### src/rtl/fifo_tx_arbiter.sv
// fifo_tx_arbiter
//   Round-robin, frame-locked arbiter that lets N_REQ TX frame sources share
//   one byte FIFO. A source is granted for a whole frame. Each accepted byte
//   is written to the FIFO as {last, byte}. Frames longer than MAX_FRAME are
//   truncated: the MAX_FRAME-th byte is written with last forced high, and the
//   rest of the frame is accepted and discarded.
//
// Handshake: a byte moves from source g to the FIFO on a clock edge where
//   s_valid[g] && s_ready[g]. s_ready[g] never depends on s_valid[g]. The
//   source holds s_data/s_last stable until that transfer happens.
//
// Ports
//   clk          sole clock, posedge
//   rst          asynchronous active-low reset
//   req          per-source frame pending
//   s_data       per-source byte, source i at [i*DATA_WIDTH +: DATA_WIDTH]
//   s_valid      per-source byte valid
//   s_last       per-source last byte of frame
//   s_ready      per-source ready (only the granted bit can be high)
//   grant        registered one-hot owner, 0 when idle
//   fifo_wr_en   FIFO write strobe
//   fifo_din     {last, byte} write word
//   fifo_full    FIFO full
//   fifo_count   FIFO occupancy
//   frame_done   pulse on the write of a frame's last word
//   overflow     pulse when a frame is truncated at MAX_FRAME
//   busy         arbiter is not idle
//   state_dbg    current FSM state (0 idle, 1 transfer, 2 drain)
module fifo_tx_arbiter #(
    parameter int N_REQ      = 4,
    parameter int DATA_WIDTH = 8,
    parameter int DEPTH      = 64,
    parameter int ADDR_WIDTH = $clog2(DEPTH),
    parameter int MIN_FREE   = 16,
    parameter int MAX_FRAME  = 1518
) (
    input  logic                        clk,
    input  logic                        rst,
    input  logic [N_REQ-1:0]            req,
    input  logic [N_REQ*DATA_WIDTH-1:0] s_data,
    input  logic [N_REQ-1:0]            s_valid,
    input  logic [N_REQ-1:0]            s_last,
    output logic [N_REQ-1:0]            s_ready,
    output logic [N_REQ-1:0]            grant,
    output logic                        fifo_wr_en,
    output logic [DATA_WIDTH:0]         fifo_din,
    input  logic                        fifo_full,
    input  logic [ADDR_WIDTH:0]         fifo_count,
    output logic                        frame_done,
    output logic                        overflow,
    output logic                        busy,
    output logic [1:0]                  state_dbg
);

    localparam int IDX_W = (N_REQ > 1) ? $clog2(N_REQ) : 1;
    localparam int LEN_W = $clog2(MAX_FRAME + 1);
    localparam int CNT_W = ADDR_WIDTH + 1;

    // free >= MIN_FREE rewritten as a bound on occupancy to avoid a subtraction
    localparam logic [ADDR_WIDTH:0] GATE_COUNT = CNT_W'(DEPTH - MIN_FREE);
    localparam logic [LEN_W-1:0]    LEN_LIMIT  = LEN_W'(MAX_FRAME - 1);
    localparam logic [LEN_W-1:0]    LEN_MAX    = LEN_W'(MAX_FRAME);
    localparam logic [N_REQ-1:0]    ONE_HOT_0  = N_REQ'(1);

    typedef enum logic [1:0] {
        IDLE  = 2'd0,
        XFER  = 2'd1,
        DRAIN = 2'd2
    } state_t;

    state_t               state;
    logic [IDX_W-1:0]     grant_idx;
    logic [IDX_W-1:0]     rr_ptr;
    logic [LEN_W-1:0]     len_cnt;

    logic                 pick_found;
    logic [IDX_W-1:0]     pick_idx;
    logic                 space_ok;
    logic [DATA_WIDTH-1:0] g_data;
    logic                 g_valid;
    logic                 g_last;
    logic                 xfer_fire;
    logic                 drain_fire;
    logic                 at_limit;
    logic                 trunc;
    logic [IDX_W-1:0]     next_ptr;

    // First pending request at or after rr_ptr, wrapping around.
    always_comb begin : pick_blk
        int cand;
        pick_found = 1'b0;
        pick_idx   = '0;
        cand       = 0;
        for (int k = 0; k < N_REQ; k++) begin
            cand = int'(rr_ptr) + k;
            if (cand >= N_REQ) cand = cand - N_REQ;
            if (!pick_found && req[cand]) begin
                pick_found = 1'b1;
                pick_idx   = IDX_W'(cand);
            end
        end
    end

    assign space_ok = (fifo_count <= GATE_COUNT);

    assign g_data  = s_data[int'(grant_idx)*DATA_WIDTH +: DATA_WIDTH];
    assign g_valid = s_valid[grant_idx];
    assign g_last  = s_last[grant_idx];

    assign xfer_fire  = (state == XFER) && g_valid && !fifo_full;
    assign drain_fire = (state == DRAIN) && g_valid;
    // The byte now being transferred is number len_cnt+1.
    assign at_limit   = (len_cnt == LEN_LIMIT);
    assign trunc      = xfer_fire && !g_last && at_limit;

    assign next_ptr = (grant_idx == IDX_W'(N_REQ - 1)) ? '0 : grant_idx + 1'b1;

    always_comb begin
        s_ready = '0;
        if (state == XFER)
            s_ready = grant & {N_REQ{!fifo_full}};
        else if (state == DRAIN)
            s_ready = grant;
    end

    assign fifo_wr_en = xfer_fire;
    assign fifo_din   = xfer_fire ? {g_last | trunc, g_data} : '0;
    assign frame_done = xfer_fire && (g_last || at_limit);
    assign overflow   = trunc;
    assign busy       = (state != IDLE);
    assign state_dbg  = state;

    always_ff @(posedge clk or negedge rst) begin
        if (!rst) begin
            state     <= IDLE;
            grant     <= '0;
            grant_idx <= '0;
            rr_ptr    <= '0;
            len_cnt   <= '0;
        end else begin
            case (state)
                IDLE: begin
                    if (pick_found && space_ok) begin
                        grant     <= ONE_HOT_0 << pick_idx;
                        grant_idx <= pick_idx;
                        len_cnt   <= '0;
                        state     <= XFER;
                    end
                end
                XFER: begin
                    if (xfer_fire) begin
                        if (len_cnt != LEN_MAX) len_cnt <= len_cnt + 1'b1;
                        if (g_last) begin
                            rr_ptr <= next_ptr;
                            grant  <= '0;
                            state  <= IDLE;
                        end else if (at_limit) begin
                            state  <= DRAIN;
                        end
                    end
                end
                DRAIN: begin
                    if (drain_fire && g_last) begin
                        rr_ptr <= next_ptr;
                        grant  <= '0;
                        state  <= IDLE;
                    end
                end
                default: begin
                    state <= IDLE;
                    grant <= '0;
                end
            endcase
        end
    end

endmodule
### config.mk
export PLATFORM = sky130hd
export DESIGN_NAME = fifo_tx_arbiter
export DESIGN_NICKNAME = d
export VERILOG_FILES = /design/src/rtl/fifo_tx_arbiter.sv
export SDC_FILE = /design/constraint.sdc
export NUM_CORES = 1
export LEC_CHECK = 0
export BUFFER_PORTS_ARGS = -buffer_cell sky130_fd_sc_hd__buf_2
export CORE_MARGIN = 2
export CORE_UTILIZATION = 41
export DETAILED_ROUTE_END_ITERATION = 16
export GPL_ROUTABILITY_DRIVEN = 0
export PLACE_DENSITY = 0.76
export SLEW_MARGIN = 20
export SYNTH_ARGS = -nofsm -noshare
export SYNTH_HDL_FRONTEND = slang
export SYNTH_SLANG_ARGS = --single-unit
### constraint.sdc
create_clock -name clk -period 1.7 [get_ports clk]
set_clock_uncertainty 0.2 [all_clocks]
set_input_delay 0.17 -clock clk [delete_from_list [all_inputs] [get_ports clk]]
set_output_delay 0.17 -clock clk [all_outputs]
set_load 0.02 [all_outputs]
### After elaboration in Yosys (flattened, before gate mapping)

Cells that the tools add are included.

* register bits: 21
* output and inout bits: 23
* logic and storage cells: 116

* add/subtract/negate cells: 9
* magnitude comparators: 10
* equal/unequal tests: 11
* shift-type cells: 2
* mux-type cells: 51
* bitwise operators: 2
* reductions and logical operators: 26

Operators with widths (count)
* < comparator 32 x 4 -> 1 bit, second input constant: 4
* 2-to-1 mux 32 bit: 4
* 2-to-1 mux 11 bit: 3
* variable part select 32 x 6 -> 8 bit: 1
* 2-to-1 mux 2 bit: 13
* 2-to-1 mux 4 bit: 6
* one-hot mux 11 bit (2 select lines): 1
* AND reduction 4 bit: 4
* 2-to-1 mux 1 bit: 14
* binary-select mux 1 bit (select 2 bit): 6
* one-hot mux 4 bit (3 select lines): 1
* subtractor 3 x 3 -> 4 bit, second input constant: 3
* adder 11 x 1 -> 11 bit, second input constant: 1
* equality test 11 bit, second input constant: 1
* logical AND 1 bit: 11
* != test 11 bit, second input constant: 1
* greater-or-equal comparator 3 bit, second input constant: 3
* 2-to-1 mux 9 bit: 1
* less-or-equal comparator 7 x 6 -> 1 bit, second input constant: 1
* adder 2 x 2 -> 3 bit, second input constant: 2
* != test 2 bit, second input constant: 3
* one-hot mux 2 bit (3 select lines): 1
* nonzero test 2 bit: 3
* zero test 1 bit: 5
* other kinds (16): 18

### Longest topological paths before layout

* word-level depth: 18
* gate-level depth with buffers: 5
* depth with buffers taken out: 5

### Worst setup path after synthesis

OpenSTA, ideal clock, no wires.

* kind: register -> register
* start: register state[0] (netlist: state_dbg[0])
* end: register state[0] (netlist: state_dbg[0])
* library setup time: 0.148 ns
* data arrival time: 1.684 ns
* required time: 1.352 ns
* slack: -0.332 ns
* stages on the path, launching flop included: 5
* path buffers: 0
* period minus slack after synthesis: 2.032 ns
* cell sequence: dfrtp_1 nor3b_1 nand2_1 a21oi_1 o22ai_1

* word-level cells in the longest chain between the ends: 5
* elaborated cells between the ends (all ways): 13
* those cells by class: eq/ne: 6; mux: 1; reduce/logical: 6

Ends and longest elaborated chain
* start: declaration: RTL line 71 `state_t state;`
* start signal: assignment: RTL line 135 `state <= IDLE;`
* start signal: assignment: RTL line 147 `state <= XFER;`
* start signal: assignment: RTL line 156 `state <= IDLE;`
* equality test 2 bit / equality test 2 x 1 -> 1 bit (equally long branches): RTL line 111, 141, 110
* logical AND 1 bit (on tied branches): RTL line 111, 110
* logical AND 1 bit (on tied branches): RTL line 163, 110
* != test 2 x 1 -> 1 bit (no line) / != test 2 bit (equally long branches)
* AND reduction 4 bit (no line)

Several ways; a longest one is shown, not always the timed one.
A chain may end at the register's enable or synchronous reset.

### Worst setup path after layout

* start: register grant_idx[0]
* end: output port fifo_din[5]

* word-level cells in the longest chain between the ends: 5
* elaborated cells between the ends (all ways): 6
* those cells by class: shift: 1; mux: 3; reduce/logical: 2

Ends and longest elaborated chain
* start: declaration: RTL line 72 `logic [IDX_W-1:0] grant_idx;`
* start signal: assignment: RTL line 145 `grant_idx <= pick_idx;`
* branches (longest 4 deep; another with variable part select 32 x 6 -> 8 bit)
* 2-to-1 mux 9 bit *: RTL line 127 `assign fifo_din = xfer_fire ? {g_last | trunc, g_data} : '0;`
* end: declaration: RTL line 46 `output logic [DATA_WIDTH:0] fifo_din,`

Every way passes the cells marked *. The select of a mux whose other input is x is not followed.

==> flow_metrics.py <==
metrics = {
    "route": {
        "vias": 1757,
        "drt_wl_total_mm": 4.944,
        "drtIter0Drc": 88,
        "wl_per_cell_um": 15.50,
        "postRouteAntennaNets": 0,
        "dr.pass1.iters": 4,
        "vias_per_cell": 5.508,
        "drc_errors": 0,
    },
    "finish": {
        "syn2layout_area_growth_pct": 65.97,
        "fin_nets": 330,
        "antennaDiodeCount": 0,
        "layout-drive-gt1-share": 0.6015,
    },
    "pwr": {
        "cellPowerDensity_nw_per_um2": 1343,
        "irDropWorstVdd_v": 0.001034,
        "power_leakage_nw": 1.266,
    },
    "setup_path": {
        "timing.rr.end": "rr_ptr[1]",
        "cp.required_ps": 1330,
        "slowest_delay_ps": 580,
        "cp_max_fo": 8,
        "critPathMostFrequentCell": "buf_6",
        "crit_arrival_ps": 1740,
        "worst-path-stages": 4,
        "startpoint_type": "register",
        "worstSetupPathType": "register to output port",
        "crit_chain": "mux4_2 -> buf_6 -> and3_4 -> buf_6",
        "cp_top_family": "multiplexers",
        "rrSetupSlack_ps": -350,
        "worstRegToRegCells": 5,
        "crit_start": "grant_idx[0]",
        "cp-end-kind": "output port",
        "crit_buf_inv": 2,
        "crit_path_top_delay_cell": "mux4_2",
        "timing.rr.start": "grant_idx[0]",
    },
    "synth": {
        "synthCells": 154,
        "ys.warnings.count": 0,
        "synth_common_cells": "dfrtp_1 (21), and3_1 (13), mux4_2 (10)",
        "yosys.area.top_type_share": 0.3395,
        "yosys-mux-area-fraction": 0.1989,
        "synth_simple_gate_area_share": 0.2175,
        "synth_seq_area_share": 0.3395,
        "synth_edf_count": 0,
        "synth_fa_ha_area_frac": 0.03234,
        "synthDistinctLibCells": 36,
        "synth-seq-cells": 21,
        "synth_compound_area_frac": 0.1560,
        "avgSynthCellArea_um2": 10.05,
        "synth_fp_nets": 212,
        "synthArstFlopShare": 1.000,
        "synthXorXnorAreaFrac": 0.02264,
        "yosys.cell_count.top_type": "dfrtp_1",
        "synth_top_cells_by_area": "dfrtp_1 (34%), mux4_2 (15%), and3_1 (5.3%), mux2i_1 (3.9%), o31ai_1 (3.9%)",
        "synth_top_family_by_area": "simple AND/OR/NAND/NOR gates",
        "syn-cell-area_um2": 1548,
        "synth_top_area_cell": "dfrtp_1",
        "ys.flop_type": "dfrtp_1",
    },
    "floorplanning": {
        "fp.dieH_um": 65.44,
        "start_util": 0.4260,
        "row_count": 22,
        "die_x_um": 65.44,
        "die-area_um2": 4282,
        "coreArea_um2": 3633,
        "ios": 77,
    },
    "clock_tree": {
        "cts_sinks": 21,
        "cts_buffers": 3,
        "clkLatencyLatePin_ps": 270,
        "clkTransAtPathRegs_ps": 90,
        "cts_tree": "yes",
        "root_buffer": "clkbuf_8",
        "cts_buffer_depth": 2,
        "htree_levels": 1,
    },
    "grt": {
        "grt_usage": 0.2460,
        "overflow": 0,
        "antenna_found_initial": 0,
        "grt_max_degree": 22,
        "grt_pass1_vias": 1786,
        "grt_pass1_wl_mm": 8.100,
    },
    "sta": {
        "tns_ps": -9193,
        "slew_viol_final": 0,
        "fmax_mhz": 475.0,
        "min_period_over_period": 1.238,
        "worst_slew_pin_slew_ps": 492.2,
        "rsz0062_at_grt": "yes",
        "timing.final.ws_setup_ps": -405.1,
        "final_hold_viol_count": 0,
        "period_needed_ps": 2105,
        "setup_viol": 35,
        "slew_headroom": 0.6719,
    },
    "run": {
        "cap_violations": 0,
    },
    "worst_hold_path": {
        "hold_class": "input port to register",
        "hold_path_end": "grant[0]",
        "holdCritStartpoint": "req[3]",
        "hold_depth": 3,
    },
    "placed_design": {
        "dp_hpwl_mm": 3.773,
        "io_buffer_count": 76,
        "dpl_worst_slack_ps": -267.7,
    },
    "outcome": {
        "status": "finished with violations",
        "violations": "negative setup slack",
    },
}
-- logic make-up (layout without fill, tap and decap cells) --
logic type	count (synthesis)	after routing
mux	18	18
simple gates	58	58
fa+ha+maj	4	4
flops	21	21
compound gates	36	36
buf+inv	13	130
xor+xnor	4	4
-- report_power, final --
group / switching, mW / internal, mW / total (mW)
clock network: 0.186 / 0.164 / 0.350
logic: 1.11 / 1.20 / 2.31
registers: 0.154 / 0.635 / 0.789
-- per-stage QoR --
stage / utilization / std cells / cell area, µm² / total power [mW] / hold WS [ps]
floorplan: - / 154 / 1578 / 1.883 / -325.6
global placement: 0.6226 / 308 / 2262 / 2.628 / -50.17
detailed placement: 0.6226 / 308 / 2262 / 2.677 / -32.85
CTS: 0.6935 / 318 / 2520 / 3.362 / 167.5
global route: 0.7070 / 319 / 2569 / 3.653 / 192.3
finish: 0.7070 / 319 / 2569 / 3.450 / 168.0
-- per-layer routing --
layer,wire length [µm],GRT usage,vias to the layer above,share of wire
met3,213,0.04110,13,0.043
met5,0,0,-,0
li1,-,-,833,-
met2,2517,0.4324,49,0.51
met4,109,0.08073,0,0.022
met1,2104,0.3064,862,0.43
-- sequential cells by signal, summed over array words and instances (netlist names) --
signal	count
grant_idx	2
state_dbg	2
grant	4
len_cnt	11
rr_ptr	2
-- worst reg2reg max path, delay by kind of cell, from the launching register on --
family        cells  cell delay, ps
buf+inv           1             180
flops             1             420
mux               2             900
simple gates      2             230
-- how the worst max path moves through the flow --
stage	end	slack, ps
CTS	fifo_din[3]	-400
detailed placement	grant[3]	-270
global placement	grant[0]	-200
floorplan	len_cnt[9]	-130
global route	fifo_wr_en	-440
finish	fifo_din[5]	-410
-- cells in the final DEF, fill, tap and decap left out, drive strengths merged, types with 2 or more instances in the layout --
| cell type | count |
|---|---|
| buf | 118 |
| dfrtp | 21 |
| and3 | 13 |
| mux4 | 10 |
| nor2 | 9 |
| o31ai | 8 |
| o21ai | 8 |
| a21oi | 8 |
| nand4 | 7 |
| nand2 | 7 |
| inv | 7 |
| mux2i | 6 |
| nor2b | 5 |
| o2111ai | 4 |
| xor2 | 4 |
| ha | 4 |
| nand3 | 3 |
| clkbuf | 3 |
| or4 | 3 |
| nand2b | 2 |
| o22ai | 2 |
| and4 | 2 |
| nor3b | 2 |
| mux2 | 2 |
-- final cells by class --
class / count / area, µm²
Timing Repair Buffer: 119 / 803.3
Clock buffer: 3 / 41.29
Tap cell: 48 / 60.06
Inverter: 7 / 28.78
Clock inverter: 1 / 5.005
Fill cell: 281 / 1065
Multi-Input combinational cell: 120 / 1101
Sequential cell: 21 / 529.3
-- repair_timing --
action	4_1_cts	5_1_grt
gates resized for setup	46	12
pin swaps	5	4
hold buffers	1	0
hold endpoints to repair	21	0
setup endpoints to repair	36	36
buffers inserted	5	1
cloned	0	0
(Power assumes the default switching activity.)
